`config.mk`:
```
export PLATFORM = sky130hd
export DESIGN_NAME = shift_seq_ctrl
export DESIGN_NICKNAME = d
export VERILOG_FILES = /design/src/rtl/shift_seq_pkg.sv /design/src/rtl/shift_seq_ctrl.sv
export SDC_FILE = /design/constraint.sdc
export NUM_CORES = 1
export LEC_CHECK = 0
export ABC_AREA = 1
export CORE_MARGIN = 2
export CORE_UTILIZATION = 61
export DETAILED_ROUTE_END_ITERATION = 8
export DONT_BUFFER_PORTS = 1
export PLACE_DENSITY = 0.86
export SLEW_MARGIN = 20
export SYNTH_ARGS = -nofsm -noshare
export SYNTH_HDL_FRONTEND = slang
export SYNTH_SLANG_ARGS = --single-unit
```
`constraint.sdc`:
```
create_clock -name clk -period 2.5 [get_ports clk]
set_clock_uncertainty 0.2 [all_clocks]
set_input_delay 0.5 -clock clk [delete_from_list [all_inputs] [get_ports clk]]
set_output_delay 0.5 -clock clk [all_outputs]
set_load 0.05 [all_outputs]
```
`src/rtl/shift_seq_pkg.sv`:
```
// Shared definitions for the shift-register command sequencer: command op
// codes, register mode-select values and the one-hot FSM state encoding.
package shift_seq_pkg;

  // Host command op codes carried on cmd_op.
  typedef enum logic [1:0] {
    OP_LOAD = 2'b00,
    OP_SHR  = 2'b01,
    OP_SHL  = 2'b10,
    OP_ROR  = 2'b11
  } op_e;

  // Mode select values understood by bi_shift_register.
  localparam logic [1:0] S_HOLD  = 2'b00;
  localparam logic [1:0] S_RIGHT = 2'b01;
  localparam logic [1:0] S_LEFT  = 2'b10;
  localparam logic [1:0] S_LOAD  = 2'b11;

  // One-hot controller states; the raw vector is exported on dbg_state.
  typedef enum logic [3:0] {
    ST_IDLE  = 4'b0001,
    ST_LOAD  = 4'b0010,
    ST_SHIFT = 4'b0100,
    ST_DONE  = 4'b1000
  } state_e;

endpackage

```
`src/rtl/shift_seq_ctrl.sv`:
```
// Command sequencer for a bi-directional shift register.
// Handshake: a command transfers on a rising clk edge where cmd_valid and
// cmd_ready are both high; cmd_ready is high only in IDLE, so a source
// presenting a command while busy must hold it until it is taken.
// Every output is decoded from registered state, latched operands and the
// register feedback reg_q; no cmd_* input reaches an output combinationally.
module shift_seq_ctrl
  import shift_seq_pkg::*;
#(
  parameter int WIDTH = 4,
  parameter int CNT_W = 3
) (
  input  logic             clk,
  input  logic             rst_n,
  input  logic             cmd_valid,
  output logic             cmd_ready,
  input  logic [1:0]       cmd_op,
  input  logic [WIDTH-1:0] cmd_data,
  input  logic [CNT_W-1:0] cmd_count,
  input  logic [WIDTH-1:0] reg_q,
  output logic [1:0]       reg_s,
  output logic             reg_sr_in,
  output logic             reg_sl_in,
  output logic [WIDTH-1:0] reg_pdata,
  output logic             ser_out,
  output logic             ser_valid,
  output logic             busy,
  output logic             done,
  output logic [3:0]       dbg_state
);

  state_e           state_q, state_d;
  op_e              op_q, op_d;
  logic [WIDTH-1:0] data_q, data_d;
  logic [CNT_W-1:0] cnt_q, cnt_d;
  logic             accept;

  // Only the end bits of the feedback are ever observed.
  logic unused_reg_q;
  assign unused_reg_q = ^reg_q;

  assign accept    = cmd_valid && (state_q == ST_IDLE);
  assign dbg_state = state_q;

  // State, operand latch and remaining-count registers.
  always_ff @(posedge clk or negedge rst_n) begin
    if (!rst_n) begin
      state_q <= ST_IDLE;
      op_q    <= OP_LOAD;
      data_q  <= '0;
      cnt_q   <= '0;
    end else begin
      state_q <= state_d;
      op_q    <= op_d;
      data_q  <= data_d;
      cnt_q   <= cnt_d;
    end
  end

  // Operand capture on acceptance; down-count once per shift cycle.
  always_comb begin
    op_d   = op_q;
    data_d = data_q;
    cnt_d  = cnt_q;
    if (accept) begin
      op_d   = op_e'(cmd_op);
      data_d = cmd_data;
      cnt_d  = cmd_count;
    end else if (state_q == ST_SHIFT) begin
      cnt_d = cnt_q - CNT_W'(1);
    end
  end

  // Next-state logic and output decode.
  always_comb begin
    state_d   = state_q;
    cmd_ready = 1'b0;
    reg_s     = S_HOLD;
    reg_sr_in = 1'b0;
    reg_sl_in = 1'b0;
    reg_pdata = '0;
    ser_out   = 1'b0;
    ser_valid = 1'b0;
    busy      = 1'b0;
    done      = 1'b0;
    unique case (state_q)
      ST_IDLE: begin
        cmd_ready = 1'b1;
        if (cmd_valid) begin
          if (op_e'(cmd_op) == OP_LOAD)  state_d = ST_LOAD;
          else if (cmd_count != '0)      state_d = ST_SHIFT;
          else                           state_d = ST_DONE;
        end
      end
      ST_LOAD: begin
        busy      = 1'b1;
        reg_s     = S_LOAD;
        reg_pdata = data_q;
        state_d   = ST_DONE;
      end
      ST_SHIFT: begin
        busy      = 1'b1;
        ser_valid = 1'b1;
        case (op_q)
          OP_SHL: begin
            reg_s     = S_LEFT;
            reg_sl_in = data_q[0];
            ser_out   = reg_q[WIDTH-1];
          end
          OP_ROR: begin
            // The LSB leaving the register re-enters at the MSB.
            reg_s     = S_RIGHT;
            reg_sr_in = reg_q[0];
            ser_out   = reg_q[0];
          end
          default: begin
            reg_s     = S_RIGHT;
            reg_sr_in = data_q[0];
            ser_out   = reg_q[0];
          end
        endcase
        if (cnt_q == CNT_W'(1)) state_d = ST_DONE;
      end
      ST_DONE: begin
        busy    = 1'b1;
        done    = 1'b1;
        state_d = ST_IDLE;
      end
      default: state_d = ST_IDLE;
    endcase
  end

endmodule

```
Word-level counts from Yosys, hierarchy flattened
Cells that the tools add are included.
{"block": "op_classes", "n_addsub": 1, "n_eq_ne": 9, "n_mux": 20, "n_reduce_logical": 6}
{"operator": "$mux 4", "n": 5}
{"operator": "$pmux 4 s3", "n": 1}
{"operator": "$mux 1", "n": 9}
{"operator": "$mux 3", "n": 2}
{"operator": "$eq 2x2->1 const B", "n": 2}
{"operator": "$eq 4x1->1 const B", "n": 1}
{"operator": "$eq 4x2->1 const B", "n": 1}
{"operator": "$eq 4x3->1 const B", "n": 1}
{"operator": "$eq 4x4->1 const B", "n": 1}
{"operator": "$pmux 2 s2", "n": 1}
{"operator": "$eq 3x1->1 const B", "n": 1}
{"operator": "$reduce_bool 3->1", "n": 1}
{"operator": "$reduce_or 3->1", "n": 1}
{"operator": "$sub 3x1->3 const B", "n": 1}
{"operator": "$logic_not 2->1", "n": 1}
{"operator": "$mux 2", "n": 1}
{"operator": "$ne 2x1->1 const B", "n": 1}
{"operator": "$ne 2x2->1 const B", "n": 1}
{"operator": "$pmux 1 s2", "n": 1}
{"operator": "$reduce_and 2->1", "n": 1}
{"operator": "$reduce_bool 2->1", "n": 1}
{"operator": "$logic_and 1x1->1", "n": 1}
{"block": "word_totals", "reg_bits": 13, "inputBits": 16, "out_inout_bits": 17, "word_cells": 40}

Depth between registers and ports, before layout
Gate-level depths: netlist (run 1).
{"block": "depth", "word_depth": 5, "ltp_mapped": 7, "mapped_depth_nobuf": 7}

Worst setup path after synthesis (run 1)
Ideal clock, no wire load.
{"block": "synth_timing", "path_kind": "register to output", "start": "register state_q[2], in the netlist dbg_state[2]", "end": "output reg_sl_in", "arrival_time_ps": 2086, "required_time_ps": 1800, "path_slack_ps": -286, "stages_incl_launch_ff": 7, "path_buffers": 0, "cell_sequence": "dfrtp_1 inv_1 nor2_4 nand2_2 inv_2 nand2_1 nor2_1"}
{"block": "synth_via", "elab_chain_len": 2}
{"element": "from (decl)", "line_no": "shift_seq_ctrl.sv:32", "rtl": "state_e state_q, state_d;"}
{"element": "from (signal assigned)", "line_no": "shift_seq_ctrl.sv:53", "rtl": "state_q <= state_d;"}
{"element": "$eq 4x3->1", "line_no": "shift_seq_ctrl.sv:86", "rtl": "unique case (state_q)"}
{"element": "$mux 1", "line_no": "shift_seq_ctrl.sv:86"}
{"element": "to (decl)", "line_no": "shift_seq_ctrl.sv:23", "rtl": "output logic reg_sl_in,"}
Every way passes these cells.

Worst setup path in the final report (run 1)
{"block": "layout_timing", "start": "register state_q[0], in the netlist dbg_state[0]", "end": "output reg_s[0]"}
{"block": "layout_via", "elab_chain_len": 2, "word_cells_on_any_way": 3, "classes_between": "eq/ne: 2; mux: 1"}
{"element": "$eq 4x3->1 or $eq 4x2->1 (tied branches)", "line_no": "shift_seq_ctrl.sv:86"}
{"element": "$pmux 2 s2 (*)", "line_no": "shift_seq_ctrl.sv:86"}
{"element": "to (decl)", "line_no": "shift_seq_ctrl.sv:21", "rtl": "output logic [1:0] reg_s,"}
Mark *: on every way between the ends. The rest lies on a longest branch, timed or not.

==> results of run 1 <==
[area by class of cell]
type	instances	share of cell area, %
flip-flops and latches	13	30.5
well taps	15	1.75
inverters	20	7.49
repair buffers	16	16.1
clock buffers	4	2.46
multi-input cells	75	41.6
[timing repair]
action | in CTS | in global routing
pin swaps | 1 | 0
resized for setup | 2 | 1
setup endpoints to repair | 4 | 2
hold endpoints to repair | 13 | 0
hold buffers | 1 | 0
[routing by layer]
metal,vias up,global-route usage (%),part of all wire [%]
li1,374,-,-
met5,-,0,0
met2,33,51.2,55
met4,0,4.84,0.99
met1,357,31.9,39
met3,2,1.60,5.4
[cells in the final DEF, fill, tap and decap left out, drive strengths merged, types with 2 or more instances in the layout]
master / n
o21ai: 9
nor2: 18
dfrtp: 12
ha: 2
nand3: 11
buf: 15
clkbuf: 4
nand2: 31
inv: 20
[cells by family after synthesis]
kind of cell,after synthesis,share of synthesized area (%)
flip-flops,13,38.4
buffers and inverters,21,11.5
XOR/XNOR,1,1.03
adder cells (fa/ha/maj),2,2.95
AO/OA/AOI/OAI,11,8.54
AND/OR/NAND/NOR,61,37.6
[metrics by stage]
| stage | instances | total power, mW | util (%) | setup TNS, ns |
|---|---|---|---|---|
| final | 143 | 1.42 | 82.2 | 0 |
| after global routing | 143 | 1.52 | 82.2 | 0 |
| after CTS | 143 | 1.41 | 81.8 | 0 |
| after detailed placement | 138 | 1.27 | 78.5 | 0 |
| after global placement | 138 | 1.22 | 78.5 | 0 |
| after floorplan | 109 | 1.07 | - | -0.194 |
[flip-flops by register name, summed over array words and instances, names as in the netlist]
signal / count
data_q: 4
dbg_state: 4
cnt_q: 3
op_q: 2
[power by group through the flow]
stage	combinational (mW)	sequential (mW)	clock [mW]
after floorplan	0.615	0.452	0
after global placement	0.820	0.400	0
after detailed placement	0.858	0.407	0
after CTS	0.881	0.403	0.131
after global routing	0.958	0.419	0.140
final	0.887	0.408	0.130
[path summary, 6_finish.rpt]
path | start | end | slack (ns) | depth (start not counted)
worst max-delay path | dbg_state[0]$_DFFE_PN1P_ | reg_s[0] | 0.07 | 6
max in group asynchronous | rst_n | dbg_state[3]$_DFFE_PN0P_ | 1.24 | 1
worst max register to register | dbg_state[0]$_DFFE_PN1P_ | cnt_q[1]$_DFFE_PN0P_ | 0.61 | 8
worst min-delay path | cmd_data[3] | data_q[3]$_DFFE_PN0P_ | 0.13 | 2
min in group asynchronous | rst_n | op_q[1]$_DFFE_PN0P_ | 0.47 | 1
worst min register to register | cnt_q[1]$_DFFE_PN0P_ | cnt_q[1]$_DFFE_PN0P_ | 0.31 | 2
==> summary.md, run 1 <==
| Metric | Value |
|---|---|
| Status | `finished, final reports clean` |
| RSZ-0062 raised after global routing | `no` |
| Final Hold Fails | `0` |
| Antenna Cells | `0` |
| Post-Syn Instances | `109` |
| Gr ovfl total | `0` |
| DR WL/cell | `13.4 um` |
| Buf+Inv Stages, Crit Path | `2` |
| Port Buffers | `0` |
| Syn Area/Cell | `7.79 um2` |
| Post-synth top cells | `nand2_1, inv_1, nor2_1` |
| Gpl congestion | `0.802` |
| Clk_lat worst skew | `roughly 0.27 ns` |
| Critical Path RT | `1.80 ns` |
| Combinational Power Share | `62.2%` |
| I/O pin total | `33` |
| Dpl hpwl | `around 1500 um` |
| Most common cell in the netlist | `nand2_1` |
| Area Overhead vs Synth | `25.9%` |
| Final ANT Viol Nets | `0` |
| Most frequent CP cell | `nand2_1` |
| Worst slew pin tran | `about 0.60 ns` |
| CP max FO | `7` |
| Num CTS Buffers | `3` |
| Number of nets in the layout | `between 100 and 150` |
| Max Clk Rate | `just over 0.4 GHz` |
| Kind of critical path | `reg -> out` |
| Share of cells above drive strength 1 | `33.6%` |
| Seq pwr share | `between 20% and 30%` |
| Mapped Area | `~850 um2` |
| Pleak | `0.584 nW` |
| Final WL | `~1900 um` |
| Syn Nets | `127` |
| Share of the synthesized area in the top cell type | `between 30% and 40%` |
| Post-synth EDFFs | `0` |
| Die span in x | `41.3 um` |
| Synth warnings | `0` |
| Net Switching | `about 760 uW` |
| Final min period | `2.43 ns` |
| Total of max-cap violations | `0` |
| Main flop type after synthesis | `dfrtp_1` |
| Vias in the first global route | `690` |
| Largest stage delay, worst path | `between 0.7 and 0.8 ns` |
| H-tree levels | `1` |
| Final instance area | `0.00107 mm2` |
| Core area | `0.00130 mm2` |
| Worst-path clk slew | `0.08 ns` |
| DR pass1 iterations | `4` |
| Vias per cell | `5.36` |
| CTS Sinks | `13` |
| Vias | `~770` |
| Ys async rst share | `100%` |
| Part of the power in the clock network | `9.1%` |
| First-pass GRT wire length | `just under 3000 um` |
| Initial drt markers | `20` |
| Tot GR Track Use | `26.4%` |
| Final-report setup violation count | `0` |
| Cell Chain, Critical Path | `nor2_4, nand2_4, inv_4, nand2_1, nand2_1, buf_12` |
| Fillers | `74` |
| Area occupied by multi-input gates | `445 um2` |
| P_int | `664 uW` |
| Pins Over Slew Limit | `0` |
| Fin crit share | `between 90% and 100%` |
| CP max stage cell | `dfstp_2` |
| Die Span Y | `41.3 um` |
| Cell type with the largest total area after synthesis | `dfrtp_1` |
| Top delay family on crit path | `flip-flops` |
| Synth Register Bits | `13` |
| DIE AREA | `~0.0017 mm2` |
| Clock root buffer | `clkbuf_4` |
| Sequential cell area | `between 300 and 400 um2` |
| WHS | `approximately 0.13 ns` |
| DP Area | `~0.0010 mm2` |
| Peak VDD IR | `934 uV` |
| Row cnt | `13` |
| Starting Density | `~65%` |
| TritonCTS clock tree | `done` |
| Fin worst setup slack | `roughly 0.07 ns` |
| HP Class | `in -> reg` |
| Post-CTS Setup Bufs | `0` |
| CP Data Arrival Time | `between 1.5 and 2 ns` |
| Synth unique cells | `23` |
| Max_slew headroom | `59.8%` |
| Register area share after synthesis | `38.4%` |
| Net Sw Frac | `53.4%` |
| Residual DRC count | `0` |
| CP startpoint kind | `flop` |
| Dominant cells by area after synthesis | `dfrtp_1, nand2_1, inv_1, nor2_1, nand3_1` |
| Largest net degree at the start of global routing | `14` |
| Deepest clock path buffer count | `2` |
| Power per cell area | `about 1300 mW/mm2` |
| Initial antenna violation count | `0` |
| Crit. End Element | `output port` |
| Setup WS pre-CTS | `0.226 ns` |
Note: power is estimated with default switching activity, not from simulation.
==> inputs of run 2 (changes only) <==
--- a/config.mk
+++ b/config.mk
@@ -7,10 +7,10 @@
 export LEC_CHECK = 0
 export ABC_AREA = 1
 export CORE_MARGIN = 2
-export CORE_UTILIZATION = 61
+export CORE_UTILIZATION = 32
 export DETAILED_ROUTE_END_ITERATION = 8
 export DONT_BUFFER_PORTS = 1
-export PLACE_DENSITY = 0.86
+export PLACE_DENSITY = 0.55
 export SLEW_MARGIN = 20
 export SYNTH_ARGS = -nofsm -noshare
 export SYNTH_HDL_FRONTEND = slang
==> run 2 against run 1 <==
Sequential power is 7.1% lower. Global-route usage fell by 14 points. Count of clock-buffer cells in the layout stayed put. Core utilization fell by 39 points. Die area up 81%. Total power down 2.5%. Critical endpoint is now reg_sl_in.
==> summary.md, run 2 (synthesis gave the netlist of run 1 again) <==
| Metric | Value |
|---|---|
| Status | `finished, final reports clean (unchanged)` |
| Max Clk Rate | `0.428 GHz (was 0.411 GHz)` |
| Post-CTS Setup Bufs | `0 (unchanged)` |
| Initial antenna violation count | `0 (unchanged)` |
| Final-report setup violation count | `0 (unchanged)` |
| Vias | `760 (was 766)` |
| Most common cell after layout, fill and taps aside | `nand2_1 (unchanged)` |
| CTS hold repair buffers | `1 (unchanged)` |
| Worst slew pin tran | `0.563 ns (was 0.601 ns)` |
| Dpl hpwl | `1470 um (was 1520 um)` |
| TritonCTS clock tree | `done (unchanged)` |
| Setup WS pre-CTS | `0.484 ns (was 0.226 ns)` |
| R2R cell count | `7 (was 8)` |
| DIE AREA | `0.00308 mm2 (was 0.00171 mm2)` |
| Max_slew headroom | `62.4% (was 59.8%)` |
| Deepest clock path buffer count | `2 (unchanged)` |
| Number of nets in the layout | `148 (was 147)` |
| I/O pin total | `33 (unchanged)` |
| Area Overhead vs Synth | `27.5% (was 25.9%)` |
| Reg-to-reg endpoint | `cnt_q[1]$_DFFE_PN0P_ (unchanged)` |
| Hold endpoint | `data_q[0]$_DFFE_PN0P_ (was data_q[3]$_DFFE_PN0P_)` |
| Pins Over Slew Limit | `0 (unchanged)` |
| Final instance area | `0.00108 mm2 (was 0.00107 mm2)` |
| Gates resized, CTS repair | `0 (was 2)` |
| DR pass1 iterations | `4 (unchanged)` |
| Power per cell area | `1280 mW/mm2 (was 1330 mW/mm2)` |
| Worst-path clk slew | `0.08 ns (about the same)` |
| Port Buffers | `0 (unchanged)` |
| H-tree levels | `1 (unchanged)` |
| Antenna Cells | `0 (unchanged)` |
| Peak VDD IR | `602 uV (was 934 uV)` |
| Final WL | `1800 um (was 1920 um)` |
| Starting Density | `34.0% (was 65.3%)` |
| CP startpoint kind | `flop (unchanged)` |
| Hold Crit Depth | `2 (unchanged)` |
| Seq pwr share | `27.3% (was 28.6%)` |
| Tot GR Track Use | `12.7% (was 26.4%)` |
| Pleak | `0.581 nW (was 0.584 nW)` |
| Residual DRC count | `0 (unchanged)` |
| Fin worst setup slack | `0.162 ns (was 0.0682 ns)` |
| Final Core Density | `43.3% (was 82.2%)` |
| Net Switching | `728 uW (was 761 uW)` |
| FF-to-FF Start | `dbg_state[0]$_DFFE_PN1P_ (unchanged)` |
| Crit. End Element | `output port (unchanged)` |
| RSZ-0062 raised after global routing | `no (unchanged)` |
| Final min period | `2.34 ns (was 2.43 ns)` |
| Initial drt markers | `17 (was 20)` |
| CP Data Arrival Time | `1.64 ns (was 1.73 ns)` |
| Combinational Power Share | `63.2% (was 62.2%)` |
| Kind of critical path | `reg -> out (unchanged)` |
| Critical Path RT | `1.80 ns (about the same)` |
| Sequential cell area | `327 um2 (unchanged)` |
| DP Area | `0.00105 mm2 (was 0.00102 mm2)` |
| Clock root buffer | `clkbuf_4 (unchanged)` |
| Most frequent cells in the layout | `nand2_1, inv_1, dfrtp_1, buf_4, nor2_1 (was nand2_1, inv_1, dfrtp_1)` |
| Die span in x | `55.5 um (was 41.3 um)` |
| Die Span Y | `55.5 um (was 41.3 um)` |
| CP max FO | `7 (unchanged)` |
| Final Hold Fails | `0 (unchanged)` |
| Core area | `0.00250 mm2 (was 0.00130 mm2)` |
| Total of max-cap violations | `0 (unchanged)` |
| Vias per cell | `4.78 (was 5.36)` |
| Vias in the first global route | `759 (was 690)` |
| HP Start | `cmd_data[0] (was cmd_data[3])` |
| P_int | `660 uW (was 664 uW)` |
| CTS Sinks | `13 (unchanged)` |
| First-pass GRT wire length | `3220 um (was 2900 um)` |
| Clk_lat worst skew | `0.28 ns (was 0.27 ns)` |
| Share of cells above drive strength 1 | `34.1% (was 33.6%)` |
| Final ANT Viol Nets | `0 (unchanged)` |
| Largest net degree at the start of global routing | `14 (unchanged)` |
| R2R Setup Slk | `0.95 ns (was 0.61 ns)` |
| Gpl congestion | `0.902 (was 0.802)` |
| Part of the power in the clock network | `9.5% (was 9.1%)` |
| Gr ovfl total | `0 (unchanged)` |
| Fin crit share | `93.5% (was 97.3%)` |
| Fillers | `255 (was 74)` |
| Net Sw Frac | `52.4% (was 53.4%)` |
| HP Class | `in -> reg (unchanged)` |
| WHS | `0.126 ns (was 0.129 ns)` |
| Area occupied by multi-input gates | `435 um2 (was 445 um2)` |
| DR WL/cell | `11.3 um (was 13.4 um)` |
| Num CTS Buffers | `3 (unchanged)` |
| Row cnt | `18 (was 13)` |
-- run 2: cell types whose count changed in the layout (fill, tap and decap cells not counted), sizes merged --
cell  change
buf       +1
-- run 2: per-layer routing --
metal	track usage [%]	part of all wire, %
met4	4.53	1.8
met2	22.3	52
met1	14.9	42
met5	0	0
met3	3.04	4.2
-- run 2: metrics by stage --
step           total power, mW  setup TNS, ns  std cells
2_1_floorplan             1.07         -0.194        109
3_3_place_gp              1.24              0        154
3_5_place_dp              1.26              0        154
4_1_cts                   1.40              0        159
5_1_grt                   1.50              0        159
6_report                  1.39              0        159
-- run 2: critical path: stages (launching register included) --
cell and delay [ns]:
dfrtp_1 0.46, nor2_2 0.25, nand2_2 0.17, inv_2 0.11, nand2_1 0.08, nor2_2 0.14, buf_12 0.15
-- run 2: how the worst max path moves through the flow --
stage                              from        end  slack, ns  cells after the start
3_3_place_gp   dbg_state[1]$_DFFE_PN0P_  reg_sl_in       0.49                      6
6_report       dbg_state[1]$_DFFE_PN0P_  reg_sl_in       0.16                      6
5_1_grt        dbg_state[1]$_DFFE_PN0P_  reg_sl_in       0.04                      6
4_1_cts        dbg_state[1]$_DFFE_PN0P_  reg_sl_in       0.15                      6
2_1_floorplan  dbg_state[2]$_DFFE_PN0P_    ser_out      -0.08                      4
3_5_place_dp   dbg_state[1]$_DFFE_PN0P_  reg_sl_in       0.48                      6
-- run 2: area by class of cell --
type / instances / share of cell area [%]
tap: 30 / 3.46
clock buffer: 4 / 2.42
multi-input combinational: 75 / 40.2
inverter: 20 / 7.16
timing repair buffer: 17 / 16.6
sequential: 13 / 30.1
-- run 2: power groups by stage --
| stage | clock (mW) | sequential [mW] | combinational (mW) |
|---|---|---|---|
| 3_5_place_dp | 0 | 0.383 | 0.875 |
| 2_1_floorplan | 0 | 0.452 | 0.615 |
| 5_1_grt | 0.151 | 0.390 | 0.955 |
| 6_report | 0.132 | 0.379 | 0.877 |
| 3_3_place_gp | 0 | 0.379 | 0.863 |
| 4_1_cts | 0.134 | 0.379 | 0.885 |
==> inputs of run 3 (changes only) <==
--- a/config.mk
+++ b/config.mk
@@ -7,10 +7,11 @@
 export LEC_CHECK = 0
 export ABC_AREA = 1
 export CORE_MARGIN = 2
-export CORE_UTILIZATION = 32
+export CORE_UTILIZATION = 61
 export DETAILED_ROUTE_END_ITERATION = 8
 export DONT_BUFFER_PORTS = 1
-export PLACE_DENSITY = 0.55
+export HOLD_SLACK_MARGIN = 0.15
+export PLACE_DENSITY = 0.86
 export SLEW_MARGIN = 20
 export SYNTH_ARGS = -nofsm -noshare
 export SYNTH_HDL_FRONTEND = slang
==> run 3 against run 2 <==
Combinational power grew 8.3%. Cell area rose by 4.3%. Total power increased by 8.3%. Core utilization increased by 43 points. Register-to-register slack got worse by 0.43 ns. Global-route usage increased by 22 points. Wire length is 47% higher. Largest cell class unchanged.
==> summary.md, run 3 (synthesis gave the netlist of run 1 again) <==
| Metric | Value |
|---|---|
| Largest net degree at the start of global routing | `14 (unchanged)` |
| DR pass1 iterations | `4 (unchanged)` |
| Worst Setup SP | `dbg_state[0]$_DFFE_PN1P_ (was dbg_state[1]$_DFFE_PN0P_)` |
| Setup TNS | `0 ns (unchanged)` |
| HP Start | `cmd_op[1] (was cmd_data[0])` |
| Clk_lat worst skew | `0.28 ns (about the same)` |
| Net Switching | `834 uW (was 728 uW)` |
| Final WL | `2640 um (was 1800 um)` |
| Most common cell after layout, fill and taps aside | `nand2_1 (unchanged)` |
| Net Sw Frac | `55.4% (was 52.4%)` |
| Die Span Y | `41.3 um (was 55.5 um)` |
| TritonCTS clock tree | `done (unchanged)` |
| Final ANT Viol Nets | `0 (unchanged)` |
| Deepest clock path buffer count | `2 (unchanged)` |
| Core area | `0.00130 mm2 (was 0.00250 mm2)` |
| Part of the power in the clock network | `9.0% (was 9.5%)` |
| R2R Setup Slk | `0.52 ns (was 0.95 ns)` |
| Peak VDD IR | `961 uV (was 602 uV)` |
| Combinational Power Share | `63.2% (about the same)` |
| Pleak | `0.610 nW (was 0.581 nW)` |
| Fin crit share | `98.4% (was 93.5%)` |
| Area Overhead vs Synth | `33.0% (was 27.5%)` |
| Gr ovfl total | `0 (unchanged)` |
| Share of cells above drive strength 1 | `32.1% (was 34.1%)` |
| Pins Over Slew Limit | `0 (unchanged)` |
| Vias in the first global route | `781 (was 759)` |
| DIE AREA | `0.00171 mm2 (was 0.00308 mm2)` |
| Worst slew pin tran | `0.581 ns (was 0.563 ns)` |
| Row cnt | `13 (was 18)` |
| DR WL/cell | `17.7 um (was 11.3 um)` |
| Crit. End Element | `output port (unchanged)` |
| WHS | `0.190 ns (was 0.126 ns)` |
| HP Class | `in -> reg (unchanged)` |
| Total power draw | `1.50 mW (was 1.39 mW)` |
| Dpl hpwl | `1520 um (was 1470 um)` |
| Number of nets in the layout | `153 (was 148)` |
| CTS Sinks | `13 (unchanged)` |
| Antenna Cells | `0 (unchanged)` |
| P_int | `670 uW (was 660 uW)` |
| Final Non-Filler Cells | `149 (was 159)` |
| Max Clk Rate | `0.406 GHz (was 0.428 GHz)` |
| Most frequent cells in the layout | `nand2_1, inv_1, dfrtp_1 (was nand2_1, inv_1, dfrtp_1, buf_4, nor2_1)` |
| Die span in x | `41.3 um (was 55.5 um)` |
| Seq pwr share | `27.9% (was 27.3%)` |
| I/O pin total | `33 (unchanged)` |
| Worst-path clk slew | `0.08 ns (about the same)` |
| H-tree levels | `1 (unchanged)` |
| CP startpoint kind | `flop (unchanged)` |
| Area occupied by multi-input gates | `445 um2 (was 435 um2)` |
| Final Core Density | `86.8% (was 43.3%)` |
| Starting Density | `65.3% (was 34.0%)` |
| Clock root buffer | `clkbuf_4 (unchanged)` |
| Gpl congestion | `0.802 (was 0.902)` |
| Residual DRC count | `0 (unchanged)` |
| Power per cell area | `1330 mW/mm2 (was 1280 mW/mm2)` |
| Status | `finished, final reports clean (unchanged)` |
| Port Buffers | `0 (unchanged)` |
| Sequential cell area | `327 um2 (unchanged)` |
| FF-to-FF Start | `dbg_state[0]$_DFFE_PN1P_ (unchanged)` |
| Num CTS Buffers | `3 (unchanged)` |
| CP max FO | `7 (unchanged)` |
| Initial antenna violation count | `0 (unchanged)` |
| Tot GR Track Use | `34.3% (was 12.7%)` |
| Final min period | `2.46 ns (was 2.34 ns)` |
| Vias | `889 (was 760)` |
| Total of max-cap violations | `0 (unchanged)` |
| Kind of critical path | `reg -> out (unchanged)` |
| Final-report setup violation count | `0 (unchanged)` |
| Vias per cell | `5.97 (was 4.78)` |
| Post-CTS Setup Bufs | `0 (unchanged)` |
| Initial drt markers | `38 (was 17)` |
| First-pass GRT wire length | `3620 um (was 3220 um)` |
| CP Data Arrival Time | `1.76 ns (was 1.64 ns)` |
| Placed cells | `138 (was 154)` |
| Max_slew headroom | `61.1% (was 62.4%)` |
| Critical Path RT | `1.80 ns (about the same)` |
| Fillers | `59 (was 255)` |
| Final Hold Fails | `0 (unchanged)` |
==> run 3: cell count changes in the layout (fill, tap and decap cells not counted) <==
cell / change
inv_2: -1
nor2_2: -1
dlygate4sd3_1: +6
inv_4: +1
buf_4: -1
nand2_4: +1
nand2_2: -1
nor2_4: +1
==> run 3: layer usage <==
metal  routed length, um  part of all wire [%]  global-route usage, %  vias up
met5                   0                     0                      0        -
met3                 186                   7.1                   2.66       11
met2                1350                    51                   65.2       61
met4                  86                   3.3                   7.26        0
li1                    -                     -                      -      387
met1                1010                    38                   42.1      430
==> run 3: final timing paths <==
kind                                                 end  depth (start not counted)
worst max-delay path                            reg_s[0]                          6
worst min-delay path                 op_q[1]$_DFFE_PN0P_                          2
worst max register to register      cnt_q[1]$_DFFE_PN0P_                          8
worst min register to register       op_q[0]$_DFFE_PN0P_                          2
max in group asynchronous       dbg_state[3]$_DFFE_PN0P_                          1
min in group asynchronous            op_q[0]$_DFFE_PN0P_                          1
==> run 3: power by group through the flow <==
stage                     Combinational [mW]  Sequential (mW)  Clock (mW)
final                                  0.950            0.419       0.135
after global routing                    1.01            0.423       0.140
after CTS                              0.890            0.403       0.131
after detailed placement               0.858            0.407           0
after global placement                 0.820            0.400           0
after floorplan                        0.615            0.452           0
==> run 3: timing repair <==
item | CTS | global route
resized for setup | 2 | 1
endpoints found under the hold margin | 19 | 0
pin swaps | 1 | 0
setup endpoints to repair | 4 | 3
hold buffers | 7 | 0
==> run 3: stage by stage <==
stage,setup WS (ns),area (um2)
after global routing,-0.000462,1130
after global placement,0.252,1020
after CTS,0.0289,1120
after detailed placement,0.226,1020
final,0.0399,1130
after floorplan,-0.0774,860
==> run 3: worst max-delay path, stage by stage, from the launching register on <==
cell and delay, ns:
dfstp_2 0.73, nor2_4 0.11, nand2_4 0.13, inv_4 0.10, nand2_1 0.14, nand2_1 0.11, buf_12 0.16
==> run 3: layout make-up <==
class	count	share of cell area, %
Clock buffer	4	2.33
Inverter	20	7.09
Multi-Input combinational cell	75	39.4
Sequential cell	13	28.9
Tap cell	15	1.66
Timing Repair Buffer	22	20.6
